File: config.mk
export PLATFORM = sky130hd
export DESIGN_NAME = fetch_stage_flat
export DESIGN_NICKNAME = d
export VERILOG_FILES = /design/src/rtl/fetch_stage_if.sv /design/src/rtl/fetch_stage.sv /design/src/flat_wrapper.sv
export SDC_FILE = /design/constraint.sdc
export NUM_CORES = 1
export LEC_CHECK = 0
export CAP_MARGIN = 20
export CORE_MARGIN = 2
export CORE_UTILIZATION = 35
export DETAILED_ROUTE_END_ITERATION = 6
export MAX_ROUTING_LAYER = met4
export PLACE_DENSITY = 0.67
export SYNTH_ARGS = -nofsm -noshare
export SYNTH_HDL_FRONTEND = slang
export SYNTH_SLANG_ARGS = --single-unit
File: constraint.sdc
create_clock -name clk -period 5.8 [get_ports clk]
set_input_delay 1.16 -clock clk [delete_from_list [all_inputs] [get_ports clk]]
set_output_delay 1.16 -clock clk [all_outputs]
set_load 0.02 [all_outputs]
File: src/rtl/fetch_stage_if.sv
// Fetch-side bus: instruction memory read port plus the
// valid/ready hand-off of {pc, inst} towards decode.
interface fetch_stage_if #(
  parameter int ADDR_W = 16,
  parameter int INST_W = 16
);
  logic              imem_rd_en;
  logic [ADDR_W-1:0] imem_rd_addr;
  logic [INST_W-1:0] imem_rd_data;
  logic              if_valid;
  logic [INST_W-1:0] if_inst;
  logic [ADDR_W-1:0] if_pc;
  logic              id_ready;

  modport master (
    output imem_rd_en,
    output imem_rd_addr,
    input  imem_rd_data,
    output if_valid,
    output if_inst,
    output if_pc,
    input  id_ready
  );

  modport slave (
    input  imem_rd_en,
    input  imem_rd_addr,
    output imem_rd_data,
    input  if_valid,
    input  if_inst,
    input  if_pc,
    output id_ready
  );
endinterface

File: src/rtl/fetch_stage.sv
// Instruction fetch: PC owner, 1-cycle imem reads, 2-entry
// skid FIFO towards decode, redirect flush and halt/drain.
module fetch_stage #(
  parameter int ADDR_W = 16,
  parameter int INST_W = 16,
  parameter logic [ADDR_W-1:0] RESET_PC = '0
) (
  input  logic              clk,
  input  logic              rst,
  input  logic              redirect_valid,
  input  logic [ADDR_W-1:0] redirect_pc,
  input  logic              halt_req,
  output logic              halted,
  fetch_stage_if.master     bus
);

  typedef enum logic [1:0] {
    RUN,
    DRAIN,
    HALTED
  } state_t;

  state_t state;
  state_t state_n;

  logic [ADDR_W-1:0] pc;
  logic [ADDR_W-1:0] pc_n;
  logic [ADDR_W-1:0] tag;
  logic              inflight;
  logic [1:0]        count;
  logic [1:0]        count_n;

  logic [ADDR_W-1:0] pc0;
  logic [ADDR_W-1:0] pc1;
  logic [INST_W-1:0] in0;
  logic [INST_W-1:0] in1;
  logic [ADDR_W-1:0] pc0_n;
  logic [ADDR_W-1:0] pc1_n;
  logic [INST_W-1:0] in0_n;
  logic [INST_W-1:0] in1_n;

  logic       pop;
  logic       push;
  logic       issue;
  logic       wslot;
  logic [2:0] occ;

  assign bus.if_valid = ~rst & (count != 2'd0);
  assign bus.if_pc    = rst ? '0 : pc0;
  assign bus.if_inst  = rst ? '0 : in0;

  assign pop  = bus.if_valid & bus.id_ready;
  assign push = inflight & ~redirect_valid;

  // occupancy after this cycle's pop, counting the read in flight
  assign occ = {1'b0, count}
             + {2'b00, inflight}
             - {2'b00, pop};

  assign issue = (state == RUN)
               & ~redirect_valid
               & ~rst
               & (occ < 3'd2);

  assign bus.imem_rd_en   = issue;
  assign bus.imem_rd_addr = pc;

  assign halted = ~rst & (state == HALTED);

  // a push lands in slot 1 only if the head stays put
  assign wslot = count[0] & ~pop;

  always_comb begin
    pc0_n = pc0;
    pc1_n = pc1;
    in0_n = in0;
    in1_n = in1;
    if (pop) begin
      pc0_n = pc1;
      in0_n = in1;
    end
    if (push) begin
      if (wslot) begin
        pc1_n = tag;
        in1_n = bus.imem_rd_data;
      end else begin
        pc0_n = tag;
        in0_n = bus.imem_rd_data;
      end
    end
  end

  always_comb begin
    count_n = count
            + {1'b0, push}
            - {1'b0, pop};
  end

  always_comb begin
    pc_n = pc;
    if (redirect_valid) begin
      pc_n = redirect_pc;
    end else if (issue) begin
      pc_n = pc + {{(ADDR_W-1){1'b0}}, 1'b1};
    end
  end

  always_comb begin
    state_n = state;
    if (redirect_valid) begin
      state_n = RUN;
    end else begin
      unique case (state)
        RUN: begin
          if (halt_req) state_n = DRAIN;
        end
        DRAIN: begin
          if (!halt_req) begin
            state_n = RUN;
          end else if (!inflight
                       && count_n == 2'd0) begin
            state_n = HALTED;
          end
        end
        HALTED: begin
          if (!halt_req) state_n = RUN;
        end
        default: state_n = RUN;
      endcase
    end
  end

  always_ff @(posedge clk) begin
    if (rst) begin
      state    <= RUN;
      pc       <= RESET_PC;
      tag      <= '0;
      inflight <= 1'b0;
      count    <= 2'd0;
      pc0      <= '0;
      pc1      <= '0;
      in0      <= '0;
      in1      <= '0;
    end else begin
      state    <= state_n;
      pc       <= pc_n;
      inflight <= issue;
      if (issue) tag <= pc;
      count    <= redirect_valid ? 2'd0 : count_n;
      pc0      <= pc0_n;
      pc1      <= pc1_n;
      in0      <= in0_n;
      in1      <= in1_n;
    end
  end

  a_no_overflow : assert property (
    @(posedge clk) disable iff (rst)
    ({1'b0, count} + {2'b00, inflight}) <= 3'd2
  );

endmodule
File: src/flat_wrapper.sv
// flat-port wrapper written by rule: the top's interface ports become plain ports
module fetch_stage_flat 
#(
  parameter int ADDR_W = 16,
  parameter int INST_W = 16,
  parameter logic [ADDR_W-1:0] RESET_PC = '0
)
  (clk, rst, redirect_valid, redirect_pc, halt_req, halted, bus_imem_rd_en, bus_imem_rd_addr, bus_imem_rd_data, bus_if_valid, bus_if_inst, bus_if_pc, bus_id_ready);
  fetch_stage_if #(.ADDR_W(ADDR_W), .INST_W(INST_W)) bus_i ();
  input  logic clk;
  input  logic rst;
  input  logic redirect_valid;
  input  logic [ADDR_W-1:0] redirect_pc;
  input  logic halt_req;
  output logic halted;
  output wire logic [$bits(bus_i.imem_rd_en)-1:0] bus_imem_rd_en;
  output wire logic [$bits(bus_i.imem_rd_addr)-1:0] bus_imem_rd_addr;
  input wire logic [$bits(bus_i.imem_rd_data)-1:0] bus_imem_rd_data;
  output wire logic [$bits(bus_i.if_valid)-1:0] bus_if_valid;
  output wire logic [$bits(bus_i.if_inst)-1:0] bus_if_inst;
  output wire logic [$bits(bus_i.if_pc)-1:0] bus_if_pc;
  input wire logic [$bits(bus_i.id_ready)-1:0] bus_id_ready;
  assign bus_imem_rd_en = bus_i.imem_rd_en;
  assign bus_imem_rd_addr = bus_i.imem_rd_addr;
  assign bus_i.imem_rd_data = bus_imem_rd_data;
  assign bus_if_valid = bus_i.if_valid;
  assign bus_if_inst = bus_i.if_inst;
  assign bus_if_pc = bus_i.if_pc;
  assign bus_i.id_ready = bus_id_ready;
  fetch_stage #(.ADDR_W(ADDR_W), .INST_W(INST_W), .RESET_PC(RESET_PC)) u_core (.clk(clk), .rst(rst), .redirect_valid(redirect_valid), .redirect_pc(redirect_pc), .halt_req(halt_req), .halted(halted), .bus(bus_i));
endmodule
* Word-level counts from Yosys, hierarchy flattened
Cells that the tools add are included.
Word-level totals: register bits 101, output and inout bits 51, input bits 37, word-level logic and storage cells 55
Operators by class: add/subtract/negate cells 5, order comparisons 1, eq/ne operators 5, bitwise logic cells 11, multiplexer cells 15, reduce and logical (&&, ||, !) cells 9
Operator list (count):
- 16-bit 2-to-1 mux | 10
- 16-bit by 1-bit adder with 16-bit output, second input constant | 1
- 1-bit bitwise AND | 8
- 2-bit 2-to-1 mux | 4
- 2-bit case mux with 3 select lines | 1
- 2-bit logical NOT | 2
- 2-bit inequality test, second input constant | 2
- 2-bit nonzero test | 2
- 2-bit by 1-bit adder with 3-bit output | 1
- 3-bit by 2-bit < comparator with 1-bit output, second input constant | 1
- 3-bit by 2-bit inequality test with 1-bit output, second input constant | 1
- 1-bit NOT | 3
- 3-bit AND reduction | 1
- 3-bit by 1-bit subtractor with 3-bit output | 1
- 2-bit by 1-bit adder with 2-bit output | 1
- 2-bit by 1-bit equality test with 1-bit output, second input constant | 1
- 2-bit equality test, second input constant | 1
- 2-bit AND reduction | 1
- 2-bit OR reduction | 1
- 2-bit by 1-bit subtractor with 2-bit output | 1
- 1-bit logical AND | 1
- 1-bit logical NOT | 1

* Logic depth before layout (Yosys ltp)
depth after elaboration 9, gate-level depth with buffers 15, depth with buffers taken out 11

* Worst setup path before layout
Ideal clock, no wire load.
kind input-to-output, start input port rst, end output port bus_imem_rd_en, setup slack 687 ps, data required time 4640 ps, data arrival time 3953 ps, buffers on the path 4, stages on the path 13, path through buf_2 o21ba_2 clkbuf_1 nand2_1 clkbuf_1 inv_1 ha_1 nand2b_1 fa_1 nor3b_4 nand3_2 inv_2 buf_2
On the way: cells in the longest elaborated chain, start to end 6, elaborated cells between the ends (all ways) 7, classes of those cells 1 x add/sub; 1 x order compare; 5 x bitwise
Ends and longest elaborated chain:
- start: declaration | RTL line flat_wrapper.sv:11 | input logic rst;
- 1-bit NOT (*) | RTL line fetch_stage.sv:48, fetch_stage.sv:62
- 1-bit bitwise AND | RTL line fetch_stage.sv:48 | assign bus.if_valid = ~rst & (count != 2'd0);
- 1-bit bitwise AND | RTL line fetch_stage.sv:52 | assign pop = bus.if_valid & bus.id_ready;
- 3-bit by 1-bit subtractor with 3-bit output | RTL line fetch_stage.sv:58 | - {2'b00, pop};
- 3-bit by 2-bit < comparator with 1-bit output | RTL line fetch_stage.sv:63 | & (occ < 3'd2);
- 1-bit bitwise AND (*) | RTL line fetch_stage.sv:63
- end: declaration | RTL line flat_wrapper.sv:16 | output wire logic [$bits(bus_i.imem_rd_en)-1:0] bus_imem_rd_en;
Mark *: on every way between the ends. The rest lies on a longest branch, timed or not.

* Final worst setup path
start input port bus_id_ready, end output port bus_imem_rd_en
On the way: cells in the longest elaborated chain, start to end 4
Ends and longest elaborated chain:
- start: declaration | RTL line flat_wrapper.sv:22 | input wire logic [$bits(bus_i.id_ready)-1:0] bus_id_ready;
- 1-bit bitwise AND | RTL line fetch_stage.sv:52
- 3-bit by 1-bit subtractor with 3-bit output | RTL line fetch_stage.sv:58
- 3-bit by 2-bit < comparator with 1-bit output | RTL line fetch_stage.sv:63
- 1-bit bitwise AND | RTL line fetch_stage.sv:63
Every way passes these cells.

==> results.toml <==
[final_layout]
nets = 681
fin_cells = 815
layout-drive-gt1-share_pct = 5.75
syn_to_final_growth_pct = 29.1
antennaDiodeCount = 0
fillers = 1288
post-route-cell-area_um2 = 5850

[sta]
setup_viol = 0
maxSlewViolCount = 0
finalWorstSetupSlack_ns = 0.637
min_period_over_period_pct = 89.0
hold_viol_final = 0
max_slew_margin_pct = 40.4
tightestPinTransition_ns = 0.894
finalSetupTns_ns = 0
rsz0062_at_grt = "false"
clock_skew_ns = 0.00832
fmax_mhz = 194
period_needed_ns = 5.16

[yosys]
synth-seq-area-share_pct = 44.7
synth-main-ff-cell = "dfxtp_1"
synth-edff-count = 0
syn-cell-area_um2 = 4530
syn_area_per_cell_um2 = 7.86
syn-num-nets = 619
yosys_warnings = 0
synth_top_area_cell = "dfxtp_1"
synth_cells = 576
synth.area.top_cells = "dfxtp_1 45%, nand2_1 12%, a311oi_1 6.8%, a21oi_1 5.4%, nor2b_1 4.7%"
ys_types = 43
synth-seq-cells = 101
ys_async_sr_fraction_pct = 0
synth.top_cell.area_share_pct = 44.7

[worst_setup_path]
critPathCaptureType = "output port"
cp.required_ns = 4.64
startpoint_type = "input port"
worst-path-max-fanout = 8
cp.arrival_ns = 4.00
critical_path_class = "in2out"

[placement]
numPortBuffers = 87
dpl.cell_count = 799
dp.final_hpwl_um = 8070
place_worst_setup_slack_ns = 0.640
gp_congestion = 0.866
dpl_cell_area_um2 = 5570

[floorplan]
initial_utilization_pct = 35.9
die_w_um = 118
fp.dieH_um = 118
core-area_um2 = 12600
core.rowCount = 41
dieArea_um2 = 13900
num_io_pins = 88

[detailed_routing]
drc_errors = 0
postRouteAntennaNets = 0
dr.first_iter.drc_count = 315
num_vias = 4271
avgRoutedWirePerCell_um = 14.8
via_per_inst = 5.24
firstDrtPassIters = 6
drt-total-wl_um = 12100

[cts]
h-tree-depth = 3
clk_latency_ns = 0.34
cts_resized = 0
post_cts_buffers = 0
cts_sinks = 101
hold_buffers = 0
numCtsBuffers = 9
clk_pin_slew_ns = 0.07
cts_buffer_depth = 2
cts_tree = "yes"
root_buffer = "clkbuf_16"

[global_routing]
grt_overflow = 0
gr-usage-met2_pct = 28.3
antenna_found_initial = 0
first_global_vias = 4117
top_usage_layer = "met2"
met1_usage_pct = 23.1
use_met3_pct = 3.34
grt_max_degree = 91
track_usage_pct = 17.7
grt_pass1_wl_um = 20100

[power]
pwr-share-clk_pct = 38.3
p_int_mw = 1.10
combinationalPowerShare_pct = 11.9
seq_power_share_pct = 49.8
power.leakage_nw = 1.96
ir_drop_mv = 0.114
power_switching_mw = 0.399
swShare_pct = 26.7
powerDensity_nw_per_um2 = 256

[min_path]
hp-class = "reg2reg"

[outcome]
status = "finished, final reports clean"

[run]
cap_violations = 0
worst max-delay path, cell delays in order:
cell and delay (ns):
clkdlybuf4s50_1 0.55, nand2_1 0.10, inv_1 0.08, ha_1 0.22
nand2b_1 0.15, fa_1 0.50, nor3b_4 0.41, nand3_2 0.15
inv_2 0.08, clkdlybuf4s50_1 0.61
logic make-up after synthesis:
family                   count (synthesis)  share of synthesized area [%]
AO/OA/AOI/OAI                          111                           16.6
flip-flops                             101                           44.7
XOR/XNOR                                 8                           2.02
buffers and inverters                   58                           4.86
adder cells (fa/ha/maj)                  6                           1.82
AND/OR/NAND/NOR                        292                           30.1
per-layer routing:
metal | vias up | share of wire [%]
met3 | 12 | 5.3
met5 | - | 0
met4 | 0 | 1.1
met1 | 2025 | 46
li1 | 2118 | -
met2 | 116 | 48
cells in the mapped netlist, types with 6 or more instances:
library cell / instances
a21oi_1: 49
a311oi_1: 35
a31oi_1: 9
clkbuf_1: 43
dfxtp_1: 101
inv_1: 10
nand2_1: 142
nand3_1: 38
nand4_1: 7
nor2_1: 43
nor2b_1: 34
or4_1: 6
metrics by stage:
step / total power, mW / hold slack, ns / utilization [%]
floorplan: 0.852 / 0.437 / -
finish: 1.50 / 0.455 / 46.3
global route: 1.55 / 0.477 / 46.3
detailed placement: 0.939 / 0.447 / 44.1
global placement: 0.934 / 0.441 / 43.5
CTS: 1.51 / 0.456 / 46.3
worst paths after layout:
check | startpoint | to | slack (ns) | cells after the start
min | u_core.pc1[12] | u_core.pc1[12] | 0.46 | 2
min reg2reg | u_core.pc1[12] | u_core.pc1[12] | 0.46 | 2
max | bus_id_ready | bus_imem_rd_en | 0.64 | 10
max reg2reg | u_core.count[1] | u_core.bus.imem_rd_addr[10] | 2.54 | 11
area by class of cell:
type	count	area, um^2	share of cell area, %
multi-input combinational	417	2290	39.1
sequential	101	2020	34.6
timing repair buffer	98	998	17.1
clock buffer	9	225	3.85
tap	172	215	3.68
clock inverter	7	56.3	0.963
inverter	11	41.3	0.706
cell usage in the layout, fill, tap and decap left out, types with 4 or more instances in the layout:
cell / netlist / routed
a211oi_1: 4 / 4
a21oi_1: 49 / 49
a311oi_1: 35 / 35
a31oi_1: 9 / 9
and2_1: 5 / 5
buf_4: 0 / 9
clkbuf_16: 0 / 9
clkdlybuf4s50_1: 0 / 86
dfxtp_1: 101 / 101
ha_1: 5 / 5
inv_1: 10 / 10
nand2_1: 142 / 142
nand3_1: 38 / 38
nand4_1: 7 / 7
nor2_1: 43 / 43
nor2b_1: 34 / 34
o311ai_0: 4 / 4
or4_1: 6 / 6
xor2_1: 4 / 4
registers in the layout (all words and copies together) (netlist names):
name / flops
u_core.pc1: 16
u_core.in0: 16
u_core.bus.imem_rd_addr: 16
u_core.inflight: 1
u_core.count: 2
u_core.in1: 16
u_core.state: 2
u_core.tag: 16
u_core.pc0: 16
power groups by stage:
stage | clock [mW] | sequential (mW) | combinational, mW
floorplan | 0 | 0.760 | 0.0921
global placement | 0 | 0.760 | 0.174
detailed placement | 0 | 0.760 | 0.178
CTS | 0.586 | 0.744 | 0.179
global route | 0.612 | 0.748 | 0.194
finish | 0.573 | 0.745 | 0.178
(Power assumes the default switching activity.)
